<file path="src/rtl/frame_pattern_writer_pkg.sv">
// Shared types and constants for the test-frame writer: FSM states, pattern codes and
// the colour-bar palette.
package frame_pattern_writer_pkg;

    typedef enum logic [2:0] {
        StIdle,
        StWait,
        StLoad,
        StWrite,
        StDone
    } state_e;

    typedef enum logic [1:0] {
        PatBars    = 2'd0,
        PatChecker = 2'd1,
        PatRamp    = 2'd2,
        PatBorder  = 2'd3
    } pattern_e;

    localparam logic [23:0] ColWhite = 24'hFFFFFF;
    localparam logic [23:0] ColBlack = 24'h000000;
    localparam logic [23:0] ColBlue  = 24'h0000FF;

    localparam logic [23:0] BarColour [8] = '{
        24'hFFFFFF, 24'hFFFF00, 24'h00FFFF, 24'h00FF00,
        24'hFF00FF, 24'hFF0000, 24'h0000FF, 24'h000000
    };

    // A divide setting of zero behaves like one: a write every cycle.
    function automatic logic [7:0] eff_divide(input logic [7:0] d);
        return (d == 8'd0) ? 8'd1 : d;
    endfunction

endpackage

</file>
<file path="src/rtl/frame_pattern_pixel.sv">
// Pixel position tracking and pattern generation; the pixel colour is registered on each
// advance so it lines up with the write strobe registered in the parent.
module frame_pattern_pixel
    import frame_pattern_writer_pkg::*;
#(
    parameter int unsigned H_DISP = 1280,
    parameter int unsigned V_DISP = 720
) (
    input  logic        clk,
    input  logic        rst_n,
    input  logic        clear,
    input  logic        advance,
    input  pattern_e    pattern,
    output logic [23:0] pix_data,
    output logic        last_pixel
);

    localparam int unsigned BarW = H_DISP / 8;

    logic [15:0] x_q;
    logic [15:0] y_q;
    logic [15:0] bar_x_q;
    logic [2:0]  bar_q;
    logic [23:0] colour;
    logic        on_border;

    assign last_pixel = (x_q == 16'(H_DISP - 1)) && (y_q == 16'(V_DISP - 1));
    assign on_border  = (x_q == 16'd0) || (x_q == 16'(H_DISP - 1)) ||
                        (y_q == 16'd0) || (y_q == 16'(V_DISP - 1));

    always_comb begin
        colour = ColBlack;
        unique case (pattern)
            PatBars:    colour = BarColour[bar_q];
            PatChecker: colour = (x_q[5] ^ y_q[5]) ? ColWhite : ColBlack;
            PatRamp:    colour = {3{x_q[7:0]}};
            PatBorder:  colour = on_border ? ColWhite : ColBlue;
            default:    ;
        endcase
    end

    always_ff @(posedge clk or negedge rst_n) begin
        if (!rst_n) begin
            x_q      <= '0;
            y_q      <= '0;
            bar_x_q  <= '0;
            bar_q    <= '0;
            pix_data <= '0;
        end else if (clear) begin
            x_q     <= '0;
            y_q     <= '0;
            bar_x_q <= '0;
            bar_q   <= '0;
        end else if (advance) begin
            pix_data <= colour;
            if (x_q == 16'(H_DISP - 1)) begin
                x_q     <= '0;
                bar_x_q <= '0;
                bar_q   <= '0;
                y_q     <= (y_q == 16'(V_DISP - 1)) ? 16'd0 : y_q + 16'd1;
            end else begin
                x_q <= x_q + 16'd1;
                // Bar index tracked by counting, avoiding a divider on x.
                if (bar_x_q == 16'(BarW - 1)) begin
                    bar_x_q <= '0;
                    bar_q   <= bar_q + 3'd1;
                end else begin
                    bar_x_q <= bar_x_q + 16'd1;
                end
            end
        end
    end

endmodule

</file>
<file path="src/rtl/frame_pattern_writer.sv">
// Writes one rate-throttled test frame into the SDRAM write-port FIFO after init, then
// idles in DONE until a restart pulse.
module frame_pattern_writer
    import frame_pattern_writer_pkg::*;
#(
    parameter int unsigned H_DISP      = 1280,
    parameter int unsigned V_DISP      = 720,
    parameter int unsigned START_DELAY = 1024,
    parameter int unsigned LOAD_LEN    = 4
) (
    input  logic        clk,
    input  logic        rst_n,
    input  logic        sys_vaild,
    input  logic        restart,
    input  logic [1:0]  pattern_sel,
    input  logic [7:0]  DIVIDE_PARAM,
    output logic        sys_load,
    output logic        sys_we,
    output logic [23:0] sys_data,
    output logic [31:0] sys_addr_min,
    output logic [31:0] sys_addr_max,
    output logic        frame_done
);

    localparam int unsigned DlyMax = (START_DELAY > LOAD_LEN) ? START_DELAY : LOAD_LEN;
    localparam int unsigned DlyW   = $clog2(DlyMax + 1);

    state_e          state_q;
    pattern_e        pattern_q;
    logic [DlyW-1:0] dly_q;
    logic [7:0]      thr_q;
    logic            write_hit;
    logic            pix_clear;
    logic            last_pixel;

    assign sys_addr_min = 32'd0;
    assign sys_addr_max = 32'(H_DISP * V_DISP);

    // A falling sys_vaild suppresses the write that would have landed on the same edge.
    assign write_hit = (state_q == StWrite) && sys_vaild &&
                       (thr_q >= eff_divide(DIVIDE_PARAM) - 8'd1);
    assign pix_clear = (state_q != StWrite) || !sys_vaild;

    frame_pattern_pixel #(
        .H_DISP (H_DISP),
        .V_DISP (V_DISP)
    ) u_pixel (
        .clk        (clk),
        .rst_n      (rst_n),
        .clear      (pix_clear),
        .advance    (write_hit),
        .pattern    (pattern_q),
        .pix_data   (sys_data),
        .last_pixel (last_pixel)
    );

    always_ff @(posedge clk or negedge rst_n) begin
        if (!rst_n) begin
            state_q    <= StIdle;
            pattern_q  <= PatBars;
            dly_q      <= '0;
            thr_q      <= '0;
            sys_load   <= 1'b0;
            sys_we     <= 1'b0;
            frame_done <= 1'b0;
        end else begin
            sys_we <= 1'b0;
            if (state_q != StIdle && !sys_vaild) begin
                state_q    <= StIdle;
                dly_q      <= '0;
                thr_q      <= '0;
                sys_load   <= 1'b0;
                frame_done <= 1'b0;
            end else begin
                unique case (state_q)
                    StIdle: begin
                        if (sys_vaild) begin
                            state_q <= StWait;
                            dly_q   <= '0;
                        end
                    end
                    StWait: begin
                        if (dly_q == DlyW'(START_DELAY - 1)) begin
                            state_q   <= StLoad;
                            dly_q     <= '0;
                            sys_load  <= 1'b1;
                            pattern_q <= pattern_e'(pattern_sel);
                        end else begin
                            dly_q <= dly_q + 1'b1;
                        end
                    end
                    StLoad: begin
                        if (dly_q == DlyW'(LOAD_LEN - 1)) begin
                            state_q  <= StWrite;
                            dly_q    <= '0;
                            thr_q    <= '0;
                            sys_load <= 1'b0;
                        end else begin
                            dly_q <= dly_q + 1'b1;
                        end
                    end
                    StWrite: begin
                        if (write_hit) begin
                            thr_q  <= '0;
                            sys_we <= 1'b1;
                            if (last_pixel) begin
                                state_q    <= StDone;
                                frame_done <= 1'b1;
                            end
                        end else begin
                            thr_q <= thr_q + 8'd1;
                        end
                    end
                    StDone: begin
                        if (restart) begin
                            state_q    <= StLoad;
                            dly_q      <= '0;
                            sys_load   <= 1'b1;
                            frame_done <= 1'b0;
                            pattern_q  <= pattern_e'(pattern_sel);
                        end
                    end
                    default: state_q <= StIdle;
                endcase
            end
        end
    end

endmodule
</file>
<file path="config.mk">
export PLATFORM = sky130hd
export DESIGN_NAME = frame_pattern_writer
export DESIGN_NICKNAME = d
export VERILOG_FILES = /design/src/rtl/frame_pattern_writer_pkg.sv /design/src/rtl/frame_pattern_pixel.sv /design/src/rtl/frame_pattern_writer.sv
export SDC_FILE = /design/constraint.sdc
export NUM_CORES = 1
export LEC_CHECK = 0
export CAP_MARGIN = 20
export CORE_MARGIN = 5
export CORE_UTILIZATION = 58
export DETAILED_ROUTE_END_ITERATION = 12
export PLACE_DENSITY = 0.89
export SLEW_MARGIN = 30
export SYNTH_ARGS = -nofsm -noshare
export SYNTH_HDL_FRONTEND = slang
export SYNTH_HIERARCHICAL = 1
export SYNTH_SLANG_ARGS = --single-unit
export TNS_END_PERCENT = 10
</file>
<file path="constraint.sdc">
create_clock -name clk -period 6.3 [get_ports clk]
set_clock_uncertainty 0.05 [all_clocks]
set_input_delay 0.945 -clock clk [delete_from_list [all_inputs] [get_ports clk]]
set_output_delay 0.945 -clock clk [all_outputs]
set_load 0.01 [all_outputs]
</file>
==> impl_results.md <==
* Status: completed
* Synth Area in XOR/XNOR at 4.21%
* Worst Path Required at 6490 ps
* Area of the multi-input gates at 3230 µm²
* WP data arrival at 5050 ps
* Period Utilization, post-route at 77.1%
* Total GRT Usage at 21.3%
* Global-route wire length before repair at 23,100 µm
* Max Buffers Root-to-Sink at 2
* Ant diodes at 0
* Comb power frac at 21.5%
* Htree depth at 3
* Hold buffer count at CTS at 0
* Max_slew headroom at 43.9%
* Simple-gate share of the synthesized area at 23.9%
* Vias at 5,345
* Syn_area_per_cell at 8.76 µm²
* Core Rows at 37
* Crit-path max FO at 18
* I/O pin count at 105
* Initial core utilization at 60.0%
* Largest net degree at the start of global routing at 85
* Internal cell power at 963 µW
* Endpoints failing setup at 0
* Die height at 114 µm
* Largest family of logic cells by synthesized area: simple AND/OR/NAND/NOR gates
* Commonest non-fill, non-tap cells in the layout: 102 x dfrtp_1, 75 x nor2_1, 64 x conb_1
* Static leakage at 0.00289 µW
* Drt initial violations at 492
* Storage element area at 2550 µm²
* Final wirelength at 14,100 µm
* Adder-Cell Fraction of Synth Area at 3.40%
* Clk Latency, worst-skew pair at 370 ps
* PwrDens at 215 nW/µm²
* Final hold violation count at 0
* Syn-to-layout area delta at 7.17%
* Worst setup EP type: flop
* Root Driver: clkbuf_8
* Global route total overflow at 0
* First-pass DRT Iterations at 5
* Clock power frac at 26.9%
* Maxcap violations at 0
* Yosys warns at 6
* Vias in the first global route at 4,956
* RR Endpoint: u_pixel/bar_x_q[8]$_DFFE_PN0P_
* Hpwl dp at 10,300 µm
* Worst setup SP type: primary input
* Post-DR wirelength/cell at 16.0 µm
* Design Area, Final at 6700 µm²
* Layout cells sized above 1 at 5.76%
* GPL Wtd Cong at 0.954
* Syn Std Cell Area at 6250 µm²
* CTS buffer count at 9
* Post-CTS setup buffers at 0
* Post-synthesis register bit count at 102
* Sequential cell area fraction in the yosys report at 40.8%
* Psw at 477 µW
* R2R Path Start: thr_q[0]$_DFFE_PN0P_
* Unique masters post-synth at 66
* Post-synth EDFFs at 0
* Port bufs at 40
* Maximum vdd drop at 0.000153 V
* Syn Inst Count at 713
* Post-synthesis compound-gate area fraction at 14.8%
* Reg2reg path depth at 12
* Core area at 10,400 µm²
* Worst slew pin tran at 840 ps
* Initial antenna violation count at 0
* Reg power frac at 51.6%
* Fraction of registers with async set/reset at 100%
* R2R setup slack at 3070 ps
* Min-Delay Path Class: primary input to async pin
* Kind of critical path: primary input to flop
* Top FF cell, synth: dfrtp_1
* Layout Nets at 773
* CTS tree: yes
* Final slew viol count at 0
* Switch share at 33.1%
* Routed Antenna Nets at 0
* Multiplexer share of the synthesized area at 1.42%
* Clk pin slew, worst setup/hold paths at 100 ps
* Fmax at 206 MHz
* DR DRC count at 0
* DP Area at 6510 µm²
* Setup TNS at 0 ps
* Minimum clock period at 4850 ps
* Vias per cell at 6.05
* Unrepaired setup endpoints after global routing: no
* Cts repair resizes at 0
* Commonest non-fill, non-tap cell in the layout: dfrtp_1
* Num Clock Sinks at 102
* Layout fillers at 848
* Die W at 114 µm
* Die Outline Area at 12,900 µm²
-- layout make-up --
cell class                      instances  area share [%]
Tap cell                              136            2.54
Timing Repair Buffer                   47            6.78
Clock inverter                          5           0.635
Inverter                               29            1.63
Sequential cell                       102            38.1
Multi-Input combinational cell        553            48.2
Clock buffer                           11            2.11
-- through the flow --
stage	setup slack (ps)	power (µW)	util [%]	std cells	hold WS, ps
5_1_grt	1030	1520	64.3	883	376
3_5_place_dp	1140	1060	62.5	867	442
3_3_place_gp	1400	1040	62.5	867	427
6_report	1450	1440	64.3	883	382
4_1_cts	1510	1450	64.3	883	372
2_1_floorplan	1880	1010	-	775	406
-- power by group through the flow --
| stage | combinational (µW) | clock [µW] | sequential (µW) |
|---|---|---|---|
| floorplan | 287 | 0 | 719 |
| global placement | 293 | 0 | 749 |
| detailed placement | 305 | 0 | 753 |
| CTS | 307 | 398 | 741 |
| global route | 345 | 429 | 749 |
| finish | 310 | 387 | 742 |
-- layer usage --
layer,global-route usage (%),up-vias,wire (µm),share of wire (%)
met1,27.3,2603,5830,41
li1,-,2487,-,-
met2,37.0,231,7210,51
met5,0,-,0,0
met4,6.57,0,151,1.1
met3,3.71,24,925,6.6
-- logic make-up (layout without fill, tap and decap cells) --
kind of cell,count (synthesis),count (layout)
other,2,64
AOI/OAI and AO/OA,151,151
buffers and inverters,120,92
muxes,8,8
adders and majority gates,17,17
DFF,102,102
xor gates and xnor gates,30,30
and+or+nand+nor,283,283
-- worst max path at each step --
stage | from | to | slack [ps]
6_report | DIVIDE_PARAM[2] | u_pixel/x_q[13]$_DFFE_PN0P_ | 1450
5_1_grt | DIVIDE_PARAM[2] | u_pixel/x_q[13]$_DFFE_PN0P_ | 1030
4_1_cts | DIVIDE_PARAM[2] | u_pixel/x_q[13]$_DFFE_PN0P_ | 1510
3_5_place_dp | DIVIDE_PARAM[2] | u_pixel/x_q[13]$_DFFE_PN0P_ | 1140
3_3_place_gp | DIVIDE_PARAM[2] | u_pixel/x_q[15]$_DFFE_PN0P_ | 1400
2_1_floorplan | DIVIDE_PARAM[2] | u_pixel/pix_data[22]$_DFFE_PN0P_ | 1880
-- sequential cells by signal, summed over array words and instances (netlist names) --
signal and flops:
u_pixel/pix_data 24, u_pixel/bar_q 3, pattern_q 2, state_q 3
sys_we 1, u_pixel/y_q 16, sys_load 1, frame_done 1
u_pixel/bar_x_q 16, dly_q 11, u_pixel/x_q 16, thr_q 8
-- worst max-delay path, cell delays in order --
cell             delay (ps)
clkdlybuf4s50_1         480
nor4_1                  520
a31oi_1                 200
ha_1                    260
nand2_1                  80
xor2_1                   70
ha_1                    270
and2_1                  160
o2111ai_1               140
or3_1                   380
a21oi_1                 180
buf_4                   240
o211ai_1                120
nor4_1                  550
nand3_1                 190
xor2_1                  190
nor2_1                   70
-- synth_stat cells (all sizes together) (3+ instances only) --
| library cell | instances | area, µm² |
|---|---|---|
| a211oi | 3 | 27.5 |
| a21o | 10 | 75.1 |
| a21oi | 57 | 297 |
| a22o | 3 | 26.3 |
| a31oi | 6 | 37.5 |
| and2 | 3 | 18.8 |
| and3 | 11 | 68.8 |
| and4 | 3 | 26.3 |
| buf | 71 | 518 |
| clkbuf | 20 | 75.1 |
| dfrtp | 102 | 2550 |
| ha | 17 | 213 |
| inv | 29 | 109 |
| mux2 | 4 | 48.8 |
| mux2i | 4 | 40.0 |
| nand2 | 49 | 184 |
| nand2b | 10 | 62.6 |
| nand3 | 28 | 145 |
| nand4 | 16 | 100 |
| nor2 | 75 | 282 |
| nor2b | 4 | 25.0 |
| nor3 | 20 | 100 |
| nor3b | 5 | 37.5 |
| nor4 | 20 | 140 |
| nor4b | 4 | 35.0 |
| o211ai | 8 | 60.1 |
| o21ai | 37 | 185 |
| o31ai | 7 | 52.6 |
| o41ai | 3 | 26.3 |
| or2 | 4 | 25.0 |
| or3 | 12 | 75.1 |
| or4 | 8 | 63.8 |
| or4b | 4 | 40.0 |
| xnor2 | 14 | 123 |
| xor2 | 16 | 140 |
Power figures use the tool's default switching activity.
